**config.mk**
```make
export PLATFORM = sky130hd
export DESIGN_NAME = pipeline_ctrl
export DESIGN_NICKNAME = d
export VERILOG_FILES = /design/src/rtl/pipe_ctrl_pkg.sv /design/src/rtl/load_use_detect.sv /design/src/rtl/pipeline_ctrl.sv
export SDC_FILE = /design/constraint.sdc
export NUM_CORES = 1
export LEC_CHECK = 0
export ABC_CLOCK_PERIOD_IN_PS = 1590
export BUFFER_PORTS_ARGS = -buffer_cell sky130_fd_sc_hd__buf_2
export CAP_MARGIN = 15
export CORE_AREA = 2 2 39 41
export CTS_CLUSTER_DIAMETER = 50
export DETAILED_ROUTE_END_ITERATION = 10
export DIE_AREA = 0 0 41 43
export GPL_ROUTABILITY_DRIVEN = 0
export PLACE_DENSITY = 0.58
export SETUP_SLACK_MARGIN = 0.3
export SYNTH_ARGS = -nofsm -noshare
export SYNTH_HDL_FRONTEND = slang
export SYNTH_SLANG_ARGS = --single-unit
```
**constraint.sdc**
```tcl
create_clock -name clk -period 1.59 [get_ports clk]
set_input_delay 0.2385 -clock clk [delete_from_list [all_inputs] [get_ports clk]]
set_output_delay 0.2385 -clock clk [all_outputs]
set_load 0.05 [all_outputs]
```
**src/rtl/pipe_ctrl_pkg.sv**
```systemverilog
// Shared types and constants for the pipeline stall/flush sequencer and the
// forwarding unit.
package pipe_ctrl_pkg;

    localparam int REG_W = 5;

    typedef enum logic {
        RUN      = 1'b0,
        MDU_BUSY = 1'b1
    } ctrl_state_t;

endpackage

```
**src/rtl/load_use_detect.sv**
```systemverilog
// Load-use hazard compare: a load in EX whose destination feeds the ID
// instruction. Writes to x0 never create a dependency.
module load_use_detect #(
    parameter int REG_W = pipe_ctrl_pkg::REG_W
) (
    input  logic [REG_W-1:0] rs1,
    input  logic [REG_W-1:0] rs2,
    input  logic             use_rs1,
    input  logic             use_rs2,
    input  logic [REG_W-1:0] rd,
    input  logic             mem_read,
    output logic             hit
);

    logic rd_nz;
    logic dep1;
    logic dep2;

    assign rd_nz = |rd;
    assign dep1  = use_rs1 && (rs1 == rd);
    assign dep2  = use_rs2 && (rs2 == rd);
    assign hit   = mem_read && rd_nz && (dep1 || dep2);

endmodule

```
**src/rtl/pipeline_ctrl.sv**
```systemverilog
// Stall/flush sequencer for the 5-stage RV32 pipeline: mem wait > MDU >
// redirect > load-use. Define PERF_CNT_EN to add stall/flush perf counters.
module pipeline_ctrl #(
    parameter int REG_W = pipe_ctrl_pkg::REG_W,
    parameter int CNT_W = 32
) (
    input  logic             clk,
    input  logic             rstn,
    input  logic [REG_W-1:0] rs1_d,
    input  logic [REG_W-1:0] rs2_d,
    input  logic             use_rs1_d,
    input  logic             use_rs2_d,
    input  logic [REG_W-1:0] rd_e,
    input  logic             MemRead_e,
    input  logic             br_taken_e,
    input  logic             mdu_op_e,
    input  logic             mdu_done,
    output logic             mdu_start,
    input  logic             dmem_req_m,
    input  logic             dmem_ready_m,
    output logic             stall_f,
    output logic             stall_d,
    output logic             stall_e,
    output logic             stall_m,
    output logic             flush_d,
    output logic             flush_e,
    output logic             flush_m,
    output logic             flush_w
`ifdef PERF_CNT_EN
    ,
    output logic [CNT_W-1:0] stall_cyc,
    output logic [CNT_W-1:0] flush_cnt
`endif
);

    import pipe_ctrl_pkg::*;

    ctrl_state_t state;
    ctrl_state_t next_state;
    logic        mem_wait;
    logic        load_use;
    logic        redirect_fire;

    assign mem_wait = dmem_req_m && !dmem_ready_m;

    load_use_detect #(.REG_W(REG_W)) u_lud (
        .rs1      (rs1_d),
        .rs2      (rs2_d),
        .use_rs1  (use_rs1_d),
        .use_rs2  (use_rs2_d),
        .rd       (rd_e),
        .mem_read (MemRead_e),
        .hit      (load_use)
    );

    always_ff @(posedge clk or negedge rstn) begin
        if (!rstn) state <= RUN;
        else       state <= next_state;
    end

    // Outputs are gated by rstn so everything reads 0 while reset is held,
    // even with a stale mdu_op_e still sitting in EX.
    always_comb begin
        next_state    = state;
        mdu_start     = 1'b0;
        stall_f       = 1'b0;
        stall_d       = 1'b0;
        stall_e       = 1'b0;
        stall_m       = 1'b0;
        flush_d       = 1'b0;
        flush_e       = 1'b0;
        flush_m       = 1'b0;
        flush_w       = 1'b0;
        redirect_fire = 1'b0;
        if (rstn) begin
            if (mem_wait) begin
                // Whole front end frozen; a redirect in EX stays put and fires later.
                stall_f = 1'b1;
                stall_d = 1'b1;
                stall_e = 1'b1;
                stall_m = 1'b1;
                flush_w = 1'b1;
            end else if (state == RUN && mdu_op_e) begin
                mdu_start  = 1'b1;
                next_state = MDU_BUSY;
                stall_f    = 1'b1;
                stall_d    = 1'b1;
                stall_e    = 1'b1;
                flush_m    = 1'b1;
            end else if (state == MDU_BUSY && !mdu_done) begin
                stall_f = 1'b1;
                stall_d = 1'b1;
                stall_e = 1'b1;
                flush_m = 1'b1;
            end else begin
                if (state == MDU_BUSY) next_state = RUN;
                if (br_taken_e) begin
                    flush_d       = 1'b1;
                    flush_e       = 1'b1;
                    redirect_fire = 1'b1;
                end else if (load_use) begin
                    stall_f = 1'b1;
                    stall_d = 1'b1;
                    flush_e = 1'b1;
                end
            end
        end
    end

`ifdef PERF_CNT_EN
    always_ff @(posedge clk or negedge rstn) begin
        if (!rstn) begin
            stall_cyc <= '0;
            flush_cnt <= '0;
        end else begin
            if (stall_f)       stall_cyc <= stall_cyc + 1'b1;
            if (redirect_fire) flush_cnt <= flush_cnt + 1'b1;
        end
    end
`else
    logic unused_perf;
    assign unused_perf = redirect_fire ^ (CNT_W > 0);
`endif

endmodule
```
==> impl_metrics.ini, run 1 <==
[outcome]
status = finished, violations left
violations = setup timing

[finish]
area_delta_synth_final_pct = 144.9
utilization = 0.4783
nets = 102
largestRegisters = state x1
largest_register_ff_count = 1
largest-register = state
diodes = 0
drive_above_1_share = 0.7733

[clocking]
clkTransAtPathRegs_ns = 0
clock_latency_ns = 0
cts-hold-fix-buffers = 0

[timing]
period_needed_ns = 1.654
hold_slack_ns = 0.02658
max-slew-margin-rel = 0.7845
drv_slew = 0
timing.final.ws_setup_ns = -0.06385
max_freq_ghz = 0.6046
worstMarginPinSlew_ns = 0.3233
min_period_over_period = 1.040
rsz0062_at_grt = yes
skew_ns = 0
finalHoldViolations = 0
setup_viol = 3

[routing]
wire_per_inst_um = 10.10
ant_nets = 0
viasPerCell = 4.352
dr.pass1.iters = 2
drc = 0
vias = 396
drt_wl_total_um = 919
initialDrtViolationCount = 3

[synthesis]
synth_top_area_frac = 0.2593
synth_edf_count = 0
netlist_instances = 37
synth_ff_type = dfrtp_1
synth-xor-area-share = 0.3241
yosys_warnings = 0
yosysTopAreaCell = xor2_1
synthSimpleGateAreaFrac = 0.3009
syn_area_sq_um = 270.3
syn_area_per_cell_sq_um = 7.304
synthMuxAreaShare = 0
ys_seq_elements = 1
synth_compound_area_frac = 0.1991
yosys-top-cells-area = xor2_1 (26%), dfrtp_1 (9.3%), xnor2_1 (6.5%)
synth_fp_nets = 62
synth.yosys.seq_area_share = 0.09259
synth_top_family_by_area = XOR/XNOR gates
ys_types = 23
synth-async-reset-ratio = 1.000
synthAdderAreaFrac = 0

[floorplanning]
die_h_um = 43
die-area_sq_um = 1763
start_util = 0.1953
coreArea_sq_um = 1384
rows = 14
ios = 34
chipWidth_um = 41

[flow_run]
drv_cap = 0

[setup_path]
r2r_start = state
startpoint_type = input port
cp.arrival_ns = 1.42
required_ns = 1.35
crit_fanout = 3
reg2reg_slack_ns = 0.74
crit_type = input port to primary output
end_kind = primary output
crit_start = rd_e[3]

[power]
p_leak_nw = 0.3166
finalPower_mw = 0.3355
powerDensity_nw_per_um2 = 506.9
max-vdd-ir-drop_mv = 0.2036

[global_route]
grt_pass1_vias = 335
gr-total-overflow = 0
grt_pass1_wl_um = 1324
grt.total_usage = 0.1011
antenna_found_initial = 0
grt_max_degree = 6

[min_path]
hold_path.class = input port to asynchronous set/reset pin

[placed_design]
io_buffers = 33
hpwl_um = 751
dpl_worst_slack_ns = -0.1929
-- cell type report --
cell class                 count  area (sq um)
multi-input combinational     32         322.8
inverter                       2         7.507
tap                           16         20.02
timing repair buffer          40         285.3
sequential                     1         26.28
fill                         143         721.9
-- through the flow --
stage / area [sq um] / TNS (ns) / instances
2_1_floorplan: 342.8 / -0.1469 / 37
3_3_place_gp: 546.8 / -0.5165 / 89
3_5_place_dp: 546.8 / -0.5516 / 89
4_1_cts: 619.3 / -0.1693 / 90
5_1_grt: 661.9 / -0.3282 / 91
6_report: 661.9 / -0.1824 / 91
-- cells by family after synthesis --
logic type	after synthesis
XOR/XNOR	10
AND/OR/NAND/NOR	14
buffers and inverters	4
AO/OA/AOI/OAI	8
flip-flops	1
-- final timing paths --
path,cells after the start,end
setup reg to reg,3,state
setup / recovery,6,flush_e
max in group asynchronous,1,state
hold / removal,1,state
hold reg to reg,1,state
min in group clk,2,state
-- critical path, stage by stage --
cell,delay (ns)
buf_8,0.10
xor2_2,0.16
nor4_2,0.29
a32oi_2,0.21
o31ai_4,0.22
buf_6,0.19
-- metal layers --
metal,up-vias,global-route usage,routed length (um)
li1,203,-,-
met1,179,0.1369,321
met2,14,0.1781,534
met3,0,0.005236,63
met4,0,0,0
met5,-,0,0
-- what timing repair did --
| item | CTS | global route |
|---|---|---|
| endpoints found under the setup margin | 7 | 7 |
| pin swaps | 4 | 2 |
| buffers inserted | 1 | 1 |
| gates resized for setup | 19 | 9 |
-- cells in the mapped netlist (2+ instances only) --
cell	count
xor2_1	8
nand2_1	3
a21oi_1	2
buf_4	2
inv_1	2
nor2_1	2
xnor2_1	2
-- power breakdown --
| part | switching (mW) | internal, mW |
|---|---|---|
| clock | 0 | 0 |
| combinational | 0.159 | 0.135 |
| sequential | 0.00823 | 0.0333 |
-- cells in the final DEF, fill, tap and decap left out, drive strengths merged --
| cell | n |
|---|---|
| buf | 40 |
| xor2 | 8 |
| nand2 | 3 |
| inv | 2 |
| nor2 | 2 |
| nor4 | 2 |
| xnor2 | 2 |
| o21ai | 2 |
| and2 | 2 |
| a21oi | 2 |
| nand2b | 1 |
| nor2b | 1 |
| a32oi | 1 |
| or4 | 1 |
| nand3 | 1 |
| o31ai | 1 |
| or3 | 1 |
| o21bai | 1 |
| a31oi | 1 |
| dfrtp | 1 |
Note: power is estimated with default switching activity, not from simulation.
==> inputs of run 2 (changes only) <==
--- a/config.mk
+++ b/config.mk
@@ -14,7 +14,6 @@
 export DIE_AREA = 0 0 41 43
 export GPL_ROUTABILITY_DRIVEN = 0
 export PLACE_DENSITY = 0.58
-export SETUP_SLACK_MARGIN = 0.3
 export SYNTH_ARGS = -nofsm -noshare
 export SYNTH_HDL_FRONTEND = slang
 export SYNTH_SLANG_ARGS = --single-unit
==> run 2 against run 1 <==
Net effect: the flow still finishes with violations (setup timing); power fell by 6.9%; final cell count did not move; cell area fell by 1.7%; routed wire length fell by 0.98%; sequential cell count did not move; worst hold slack barely moved; critical endpoint unchanged; highest routed layer unchanged.
==> impl_metrics.ini, run 2 (synthesized netlist as in run 1, its figures left out) <==
[outcome]
status = finished, violations left
violations = setup timing

[routing]
drt_wl_total_um = 910
dr.pass1.iters = 2
viasPerCell = 4.286
ant_nets = 0
initialDrtViolationCount = 2
vias = 390
wire_per_inst_um = 10.00
drc = 0

[clocking]
cts-hold-fix-buffers = 0
clkTransAtPathRegs_ns = 0
clock_latency_ns = 0

[timing]
skew_ns = 0
max_freq_ghz = 0.6139
drv_slew = 0
setup_viol = 3
rsz0062_at_grt = yes
finalHoldViolations = 0
hold_slack_ns = 0.02647
min_period_over_period = 1.024
max-slew-margin-rel = 0.8201
timing.final.ws_setup_ns = -0.03895
worstMarginPinSlew_ns = 0.2698
period_needed_ns = 1.629
finalSetupTns_ns = -0.1017

[placed_design]
dp_cells = 90
dpl_worst_slack_ns = -0.1836
dpl_cell_area_sq_um = 551.8
io_buffers = 33

[power]
clock_power_share = 0
switching_share = 0.5279
power_frac_seq = 0.132
p_int_mw = 0.1474
p_leak_nw = 0.3078
comb_power_share = 0.868
max-vdd-ir-drop_mv = 0.1752
powerDensity_nw_per_um2 = 479.9
finalPower_mw = 0.3122
switching_power_mw = 0.1648

[finish]
largestRegisters = state x1
area_delta_synth_final_pct = 140.7
largest-register = state
final_common_cell = buf_2
diodes = 0
finalInstanceArea_sq_um = 650.6
drive_above_1_share = 0.6933
nFillCells = 140
nets = 102
final_cells = 91
utilization = 0.4702
most-common-layout-cells = buf_2 (24), buf_4 (8), buf_6 (7)
largest_register_ff_count = 1

[floorplanning]
die_h_um = 43
start_util = 0.1953
coreArea_sq_um = 1384
chipWidth_um = 41
ios = 34
rows = 14
die-area_sq_um = 1763

[setup_path]
startpoint_type = input port
reg2reg_depth = 2
slowest_stage = nor4_4
required_ns = 1.35
reg2reg_to = state
cp.arrival_ns = 1.39
cp_num_buf_inv = 2
crit_family = compound AO/OA/AOI/OAI gates
cp_cell_sequence = buf_2 > xor2_2 > nor4_4 > a32oi_4 > o31ai_4 > buf_6
end_kind = primary output
r2r_start = state
crit_fanout = 2
crit_type = input port to primary output
cpPeakStageDelay_ns = 0.29
reg2reg_slack_ns = 0.84

[global_route]
gr-total-overflow = 0
grt_pass1_vias = 384
grt.total_usage = 0.1112
antenna_found_initial = 0
grt_pass1_wl_um = 1449
grt_max_degree = 6

[flow_run]
drv_cap = 0

[min_path]
hold_path.class = input port to asynchronous set/reset pin
## run 2: cell counts in the layout (fill, tap and decap cells not counted)
Identical to the previous run, type by type.
## run 2: worst register-to-register path, stage by stage, from the launching register on
cell and delay, ns:
dfrtp_1 0.41, a21oi_1 0.15, a31oi_1 0.05
## run 2: worst max path at each step
stage	startpoint	end	slack (ns)	cells past startpoint
floorplan	rd_e[0]	stall_f	-0.1	5
global placement	rd_e[3]	flush_e	-0.20	7
detailed placement	rd_e[3]	flush_e	-0.18	7
CTS	rs1_d[1]	flush_e	-0.10	6
global route	rs1_d[2]	flush_e	-0.11	6
finish	rs1_d[2]	flush_e	-0.04	6
## run 2: timing repair
| action | in CTS | in global routing |
|---|---|---|
| setup buffers | 1 | 0 |
| endpoints found under the setup margin | 3 | 3 |
| gates resized for setup | 17 | 2 |
| pin swaps | 11 | 2 |
## run 2: power by group through the flow
stage | logic [mW] | registers, mW | clock network [mW]
after floorplan | 0.161 | 0.0390 | 0
after global placement | 0.234 | 0.0405 | 0
after detailed placement | 0.237 | 0.0412 | 0
after CTS | 0.271 | 0.0411 | 0
after global routing | 0.289 | 0.0425 | 0
final | 0.271 | 0.0411 | 0
## run 2: final cells by class
cell class,instances,area [sq um],share of cell area
multi-input combinational,32,324.1,0.4981
timing repair buffer,40,274.0,0.4212
sequential,1,25.02,0.03846
tap,16,20.02,0.03077
inverter,2,7.507,0.01154
## run 2: metal layers
metal,share of wire,up-vias,GRT usage
li1,-,202,-
met1,0.37,173,0.1406
met2,0.58,15,0.2094
met3,0.053,0,0
met4,0,0,0
met5,0,-,0
